--- src/rtl/aes_result_writer_if.sv ---
`default_nettype none
// ============================================================================
//  Module      : aes_result_writer_if
//  Description : Job control, AES result handshake and BRAM write bus for
//                aes_result_writer.
//  Revision    : 1.0  initial release
// ============================================================================
interface aes_result_writer_if;
    logic          wr_start;
    logic [31:0]   wr_addr_start;
    logic [31:0]   wr_num_blocks;
    logic          res_valid;
    logic [127:0]  res_data;
    logic          res_ready;
    logic          bram_we;
    logic [31:0]   bram_addr;
    logic [31:0]   bram_wdata;
    logic          bram_ack;
    logic          wr_busy;
    logic          wr_complete;
    logic          wr_overflow;
    logic [31:0]   wr_blocks_done;

    // Master is the side that programs the job and feeds results (and acks BRAM).
    modport master (
        output wr_start, wr_addr_start, wr_num_blocks, res_valid, res_data, bram_ack,
        input  res_ready, bram_we, bram_addr, bram_wdata,
               wr_busy, wr_complete, wr_overflow, wr_blocks_done
    );

    modport slave (
        input  wr_start, wr_addr_start, wr_num_blocks, res_valid, res_data, bram_ack,
        output res_ready, bram_we, bram_addr, bram_wdata,
               wr_busy, wr_complete, wr_overflow, wr_blocks_done
    );
endinterface
`default_nettype wire

--- src/rtl/aes_result_writer.sv ---
`default_nettype none
// ============================================================================
//  Module      : aes_result_writer
//  Description : Buffers 128-bit AES results in a FIFO and writes each one to
//                BRAM as four 32-bit words. Define AES_WR_BYTESWAP_EN to
//                byte-reverse every word for little-endian host buffers.
//  Revision    : 1.0  initial release
// ============================================================================
module aes_result_writer #(
    parameter int          FIFO_DEPTH = 2,
    parameter logic [31:0] ADDR_STEP  = 32'd4
) (
    input  wire logic          aes_clk,
    input  wire logic          aes_rst,
    aes_result_writer_if.slave bus
);

    localparam int                c_PTR_W     = $clog2(FIFO_DEPTH);
    localparam logic [c_PTR_W:0]  c_DEPTH_CNT = (c_PTR_W + 1)'(FIFO_DEPTH);

    typedef enum logic [2:0] {
        S_IDLE  = 3'd0,
        S_WAIT  = 3'd1,
        S_LOAD  = 3'd2,
        S_WRITE = 3'd3,
        S_DONE  = 3'd4
    } state_t;

    state_t              r_state;
    logic [127:0]        r_mem [FIFO_DEPTH];
    logic [c_PTR_W-1:0]  r_wr_ptr;
    logic [c_PTR_W-1:0]  r_rd_ptr;
    logic [c_PTR_W:0]    r_count;
    logic [127:0]        r_shift;
    logic [1:0]          r_idx;
    logic [31:0]         r_addr;
    logic [31:0]         r_wdata;
    logic                r_we;
    logic [31:0]         r_num;
    logic [31:0]         r_done_cnt;
    logic                r_busy;
    logic                r_complete;
    logic                r_overflow;
    logic                r_ready;

    logic                w_armed;
    logic                w_full;
    logic                w_empty;
    logic                w_flush;
    logic                w_pop;
    logic                w_push;
    logic                w_drop;
    logic                w_room_nxt;
    logic [c_PTR_W:0]    w_count_nxt;
    logic [127:0]        w_head;
    logic [31:0]         w_done_inc;

    function automatic logic [31:0] f_fmt_word(input logic [31:0] word);
`ifdef AES_WR_BYTESWAP_EN
        return {word[7:0], word[15:8], word[23:16], word[31:24]};
`else
        return word;
`endif
    endfunction

    assign w_armed    = (r_state == S_WAIT) || (r_state == S_LOAD) || (r_state == S_WRITE);
    assign w_full     = (r_count == c_DEPTH_CNT);
    assign w_empty    = (r_count == '0);
    assign w_flush    = (r_state == S_IDLE) && bus.wr_start;
    // LOAD is only entered with a non-empty FIFO, so the pop needs no guard.
    assign w_pop      = (r_state == S_LOAD);
    assign w_push     = w_armed && bus.res_valid && (!w_full || w_pop);
    assign w_drop     = w_armed && bus.res_valid && w_full && !w_pop;
    assign w_head     = r_mem[r_rd_ptr];
    assign w_done_inc = r_done_cnt + 32'd1;
    assign w_room_nxt = (w_count_nxt != c_DEPTH_CNT);

    always_comb begin
        w_count_nxt = r_count;
        if (w_flush) begin
            w_count_nxt = '0;
        end else if (w_push && !w_pop) begin
            w_count_nxt = r_count + (c_PTR_W + 1)'(1);
        end else if (w_pop && !w_push) begin
            w_count_nxt = r_count - (c_PTR_W + 1)'(1);
        end
    end

    always_ff @(posedge aes_clk) begin
        if (w_push) begin
            r_mem[r_wr_ptr] <= bus.res_data;
        end
    end

    always_ff @(posedge aes_clk or posedge aes_rst) begin
        if (aes_rst) begin
            r_wr_ptr <= '0;
            r_rd_ptr <= '0;
            r_count  <= '0;
        end else begin
            r_count <= w_count_nxt;
            if (w_flush) begin
                r_wr_ptr <= '0;
                r_rd_ptr <= '0;
            end else begin
                if (w_push) r_wr_ptr <= r_wr_ptr + c_PTR_W'(1);
                if (w_pop)  r_rd_ptr <= r_rd_ptr + c_PTR_W'(1);
            end
        end
    end

    always_ff @(posedge aes_clk or posedge aes_rst) begin
        if (aes_rst) begin
            r_state    <= S_IDLE;
            r_shift    <= '0;
            r_idx      <= '0;
            r_addr     <= '0;
            r_wdata    <= '0;
            r_we       <= 1'b0;
            r_num      <= '0;
            r_done_cnt <= '0;
            r_busy     <= 1'b0;
            r_complete <= 1'b0;
            r_overflow <= 1'b0;
            r_ready    <= 1'b0;
        end else begin
            if (w_drop) r_overflow <= 1'b1;
            case (r_state)
                S_IDLE: begin
                    r_ready <= 1'b0;
                    if (bus.wr_start) begin
                        r_addr     <= bus.wr_addr_start;
                        r_num      <= bus.wr_num_blocks;
                        r_done_cnt <= '0;
                        r_complete <= 1'b0;
                        r_overflow <= 1'b0;
                        r_busy     <= 1'b1;
                        if (bus.wr_num_blocks == 32'd0) begin
                            r_state <= S_DONE;
                        end else begin
                            r_state <= S_WAIT;
                            r_ready <= 1'b1;
                        end
                    end
                end
                S_WAIT: begin
                    r_ready <= w_room_nxt;
                    if (!w_empty) r_state <= S_LOAD;
                end
                S_LOAD: begin
                    r_ready <= w_room_nxt;
                    r_shift <= {w_head[95:0], 32'd0};
                    r_wdata <= f_fmt_word(w_head[127:96]);
                    r_idx   <= '0;
                    r_we    <= 1'b1;
                    r_state <= S_WRITE;
                end
                S_WRITE: begin
                    r_ready <= w_room_nxt;
                    if (bus.bram_ack) begin
                        r_addr <= r_addr + ADDR_STEP;
                        r_idx  <= r_idx + 2'd1;
                        if (r_idx == 2'd3) begin
                            r_we       <= 1'b0;
                            r_done_cnt <= w_done_inc;
                            if (w_done_inc == r_num) begin
                                r_state <= S_DONE;
                                r_ready <= 1'b0;
                            end else if (!w_empty) begin
                                r_state <= S_LOAD;
                            end else begin
                                r_state <= S_WAIT;
                            end
                        end else begin
                            r_wdata <= f_fmt_word(r_shift[127:96]);
                            r_shift <= {r_shift[95:0], 32'd0};
                        end
                    end
                end
                S_DONE: begin
                    r_busy     <= 1'b0;
                    r_complete <= 1'b1;
                    r_ready    <= 1'b0;
                    r_state    <= S_IDLE;
                end
                default: r_state <= S_IDLE;
            endcase
        end
    end

    assign bus.res_ready      = r_ready;
    assign bus.bram_we        = r_we;
    assign bus.bram_addr      = r_addr;
    assign bus.bram_wdata     = r_wdata;
    assign bus.wr_busy        = r_busy;
    assign bus.wr_complete    = r_complete;
    assign bus.wr_overflow    = r_overflow;
    assign bus.wr_blocks_done = r_done_cnt;

endmodule
`default_nettype wire
--- src/flat_wrapper.sv ---
// flat-port wrapper written by rule: the top's interface ports become plain ports
module aes_result_writer_flat 
#(
    parameter int          FIFO_DEPTH = 2,
    parameter logic [31:0] ADDR_STEP  = 32'd4
)
  (aes_clk, aes_rst, bus_wr_start, bus_wr_addr_start, bus_wr_num_blocks, bus_res_valid, bus_res_data, bus_bram_ack, bus_res_ready, bus_bram_we, bus_bram_addr, bus_bram_wdata, bus_wr_busy, bus_wr_complete, bus_wr_overflow, bus_wr_blocks_done);
  aes_result_writer_if bus_i ();
  input  wire logic aes_clk;
  input  wire logic aes_rst;
  input wire logic [$bits(bus_i.wr_start)-1:0] bus_wr_start;
  input wire logic [$bits(bus_i.wr_addr_start)-1:0] bus_wr_addr_start;
  input wire logic [$bits(bus_i.wr_num_blocks)-1:0] bus_wr_num_blocks;
  input wire logic [$bits(bus_i.res_valid)-1:0] bus_res_valid;
  input wire logic [$bits(bus_i.res_data)-1:0] bus_res_data;
  input wire logic [$bits(bus_i.bram_ack)-1:0] bus_bram_ack;
  output wire logic [$bits(bus_i.res_ready)-1:0] bus_res_ready;
  output wire logic [$bits(bus_i.bram_we)-1:0] bus_bram_we;
  output wire logic [$bits(bus_i.bram_addr)-1:0] bus_bram_addr;
  output wire logic [$bits(bus_i.bram_wdata)-1:0] bus_bram_wdata;
  output wire logic [$bits(bus_i.wr_busy)-1:0] bus_wr_busy;
  output wire logic [$bits(bus_i.wr_complete)-1:0] bus_wr_complete;
  output wire logic [$bits(bus_i.wr_overflow)-1:0] bus_wr_overflow;
  output wire logic [$bits(bus_i.wr_blocks_done)-1:0] bus_wr_blocks_done;
  assign bus_i.wr_start = bus_wr_start;
  assign bus_i.wr_addr_start = bus_wr_addr_start;
  assign bus_i.wr_num_blocks = bus_wr_num_blocks;
  assign bus_i.res_valid = bus_res_valid;
  assign bus_i.res_data = bus_res_data;
  assign bus_i.bram_ack = bus_bram_ack;
  assign bus_res_ready = bus_i.res_ready;
  assign bus_bram_we = bus_i.bram_we;
  assign bus_bram_addr = bus_i.bram_addr;
  assign bus_bram_wdata = bus_i.bram_wdata;
  assign bus_wr_busy = bus_i.wr_busy;
  assign bus_wr_complete = bus_i.wr_complete;
  assign bus_wr_overflow = bus_i.wr_overflow;
  assign bus_wr_blocks_done = bus_i.wr_blocks_done;
  aes_result_writer #(.FIFO_DEPTH(FIFO_DEPTH), .ADDR_STEP(ADDR_STEP)) u_core (.aes_clk(aes_clk), .aes_rst(aes_rst), .bus(bus_i));
endmodule
--- config.mk ---
export PLATFORM = sky130hd
export DESIGN_NAME = aes_result_writer_flat
export DESIGN_NICKNAME = d
export VERILOG_FILES = /design/src/rtl/aes_result_writer_if.sv /design/src/rtl/aes_result_writer.sv /design/src/flat_wrapper.sv
export SDC_FILE = /design/constraint.sdc
export NUM_CORES = 1
export LEC_CHECK = 0
export BUFFER_PORTS_ARGS = -buffer_cell sky130_fd_sc_hd__buf_2
export CAP_MARGIN = 20
export CORE_AREA = 4 4 194 196
export DETAILED_ROUTE_END_ITERATION = 8
export DIE_AREA = 0 0 198 200
export PLACE_DENSITY = 0.82
export SYNTH_ARGS = -nofsm -noshare
export SYNTH_HDL_FRONTEND = slang
export SYNTH_SLANG_ARGS = --single-unit
--- constraint.sdc ---
create_clock -name aes_clk -period 21.4 [get_ports aes_clk]
set_input_delay 4.28 -clock aes_clk [delete_from_list [all_inputs] [get_ports aes_clk]]
set_output_delay 4.28 -clock aes_clk [all_outputs]
set_load 0.03 [all_outputs]
==> flow_metrics.tcl <==
set metrics [dict create \
    grt.met2_usage 0.4087 \
    finalCritPeriodShare 0.2864 \
    hold_viol_final 0 \
    met1_usage 0.3578 \
    clkTransAtPathRegs_ns 0.06 \
    cts.path.max_buffers 3 \
    drtIter0Drc 1255 \
    worst_ep_arrival_time_ns 6.34 \
    peakVddDrop_mv 0.1172 \
    htree_levels 2 \
    die_h_um 200 \
    port_buffers 297 \
    syn-num-nets 2033 \
    intPower_mw 2.203 \
    worst_slack_ns 15.27 \
    finalCriticalPeriod_ns 6.128 \
    ctsHoldBuffers 0 \
    power.density_mw_per_mm2 141.7 \
    post-dp-hpwl_mm 34.73 \
    worst_pin_slew_ns 1.129 \
    synth_common_cells "256 x edfxtp_1, 238 x dfrtp_1, 208 x nand2_1, 200 x o21ai_0, 168 x a21oi_1" \
    ys_ff_latch 494 \
    power_frac_clock 0.255 \
    synth_most_common_cell "edfxtp_1" \
    drive_gt1_frac 0.2112 \
    crit_required_ns 21.61 \
    comb_power_share 0.335 \
    startpoint_type "input port" \
    wl_per_cell_um 20.31 \
    grt_max_degree 135 \
    vias 15503 \
    grt.overflow.total 0 \
    drv_cap 0 \
    place_ws_ns 14.55 \
    setup_violations 0 \
    max_slew_margin 0.2475 \
    synth.distinct_cells 72 \
    cts_tree "done" \
    drc 0 \
    wl_mm 52.66 \
    ys.flop_type "edfxtp_1" \
    dp.cells 2493 \
    grt_pass1_wl_mm 80.51 \
    cts_resized 0 \
    critPathCaptureType "flop" \
    finalMaxSlewViolations 0 \
    netlist_area_mm2 0.02128 \
    post_cts_buffers 0 \
    p_sw_frac 0.3730 \
    worstSkewPairLatency_ns 0.60 \
    gp_congestion 0.9465 \
    grt_usage 0.2564 \
    synth_edf_count 256 \
    grt_pass1_vias 14807 \
    critPathMaxFanout 65 \
    ys_seq_area_frac 0.6411 \
    total_power_mw 3.513 \
    fmax_ghz 0.1632 \
    p_leak_nw 10.37 \
    ant_nets 0 \
    fin_hold_ws_ns 0.4707 \
    vias_per_cell 5.981 \
    grt-busiest-layer "met2" \
    synthArstFlopShare 0.4818 \
    path_class "input port to flop" \
    die_w_um 198 \
    grt_antenna_before_repair 5 \
    fin_nets 2281 \
    hp-class "flop to flop" \
    use_met3 0.05539 \
    dieArea_mm2 0.03960 \
    netlist_instances 1831 \
    core-area_mm2 0.03608 \
    stdcell_count 2592 \
    status "finished, final reports clean" \
    start_util 0.5898 \
    ys_top_cells_by_area "edfxtp_1 36%, dfrtp_1 28%, mux2i_1 6.2%" \
    synth_top_area_frac 0.3612 \
    skew_ns 0.02386 \
    finalSetupTns_ns 0 \
    grt_setup_unrepaired "false" \
    p_seq_frac 0.410 \
    first_pass_iters 7 \
    avgSynthCellArea_um2 11.62 \
    cts_num_sinks 494 \
    yosys_warnings 0 \
    num_rows 70 \
    cts_root_buf "clkbuf_16" \
    io_pins 298 \
    area_growth_pct 16.48 \
    yosysTopAreaCell "edfxtp_1" \
    cts_buffers 50 \
    switching_power_mw 1.310 \
]
## state kept, by name, indices dropped and copies added (netlist names), 2 cells and up
| name | flops |
|---|---|
| u_core.bus.bram_addr | 32 |
| u_core.r_shift | 96 |
| u_core.r_state | 3 |
| u_core.r_mem | 256 |
| u_core.r_num | 32 |
| u_core.r_count | 2 |
| u_core.bus.bram_wdata | 32 |
| u_core.bus.wr_blocks_done | 32 |
| u_core.r_idx | 2 |
## final timing paths
path | startpoint | to | slack (ns) | cells after the start
worst max-delay path | bus_res_valid | u_core.r_mem[1][10] | 15.27 | 4
worst min-delay path | u_core.bus.bram_wdata[4] | u_core.bus.bram_wdata[4] | 0.47 | 2
worst max register to register | u_core.r_state[2] | u_core.r_shift[88] | 17.37 | 7
worst min register to register | u_core.bus.bram_wdata[4] | u_core.bus.bram_wdata[4] | 0.47 | 2
max in group asynchronous | aes_rst | u_core.r_rd_ptr | 15.34 | 4
min in group asynchronous | aes_rst | u_core.r_shift[55] | 3.82 | 2
## power groups by stage
stage	Sequential [mW]	Clock (mW)	Combinational, mW
2_1_floorplan	1.52	0	0.772
3_3_place_gp	1.44	0	1.12
3_5_place_dp	1.45	0	1.16
4_1_cts	1.44	0.911	1.17
5_1_grt	1.46	0.954	1.29
6_report	1.44	0.896	1.18
## through the flow
step | cell area [um^2] | utilization
2_1_floorplan | 21280 | -
3_3_place_gp | 23030 | 0.6384
3_5_place_dp | 23050 | 0.6388
4_1_cts | 24760 | 0.6861
5_1_grt | 24790 | 0.6869
6_report | 24790 | 0.6870
## layout make-up
| cell class | instances | area [um^2] |
|---|---|---|
| antenna | 3 | 7.507 |
| clock buffer | 63 | 1381 |
| clock inverter | 31 | 325.3 |
| fill | 2594 | 11300 |
| inverter | 17 | 71.32 |
| multi-input combinational | 1204 | 7154 |
| sequential | 494 | 13650 |
| tap | 468 | 585.6 |
| timing repair buffer | 312 | 1617 |
## kinds of logic after synthesis
kind of cell             Yosys count  synth area share
flip-flops                       494            0.6411
AO/OA/AOI/OAI                    463            0.1213
XOR/XNOR                          38           0.01564
AND/OR/NAND/NOR                  533            0.1150
buffers and inverters            133           0.02452
adder cells (fa/ha/maj)            5          0.002940
multiplexers                     165           0.07955
## critical path: stages
cell and delay, ns:
buf_2 0.14, and3_1 0.24, and2_4 0.80, buf_4 0.80
## cell usage in the layout (no fill, tap or decap), types with 5 or more instances in the layout
cell / n
buf_4: 12
o31ai_1: 19
and3_1: 17
nor3_1: 13
nand3_1: 37
nor2_1: 155
inv_1: 16
and4_1: 13
o22ai_1: 13
mux2_2: 33
mux2i_1: 132
bufinv_16: 6
buf_2: 297
ha_1: 5
nor2b_1: 6
nand4_1: 29
or3_1: 7
clkbuf_1: 6
a21oi_1: 167
a31oi_1: 11
nor4_1: 14
nand2_1: 207
clkinv_1: 10
edfxtp_1: 256
dfrtp_1: 237
clkinv_2: 9
o21ai_0: 200
xnor2_1: 26
xor2_1: 12
and2_1: 6
clkbuf_16: 51
clkbuf_8: 6
## metal layers
layer  wire, um  up-vias  part of all wire
li1           -     7203                 -
met3       3968      118             0.075
met1      21870     7556              0.42
met2      25240      620              0.48
met5         34        -           0.00065
met4       1551        6             0.029
Power figures use the tool's default switching activity.
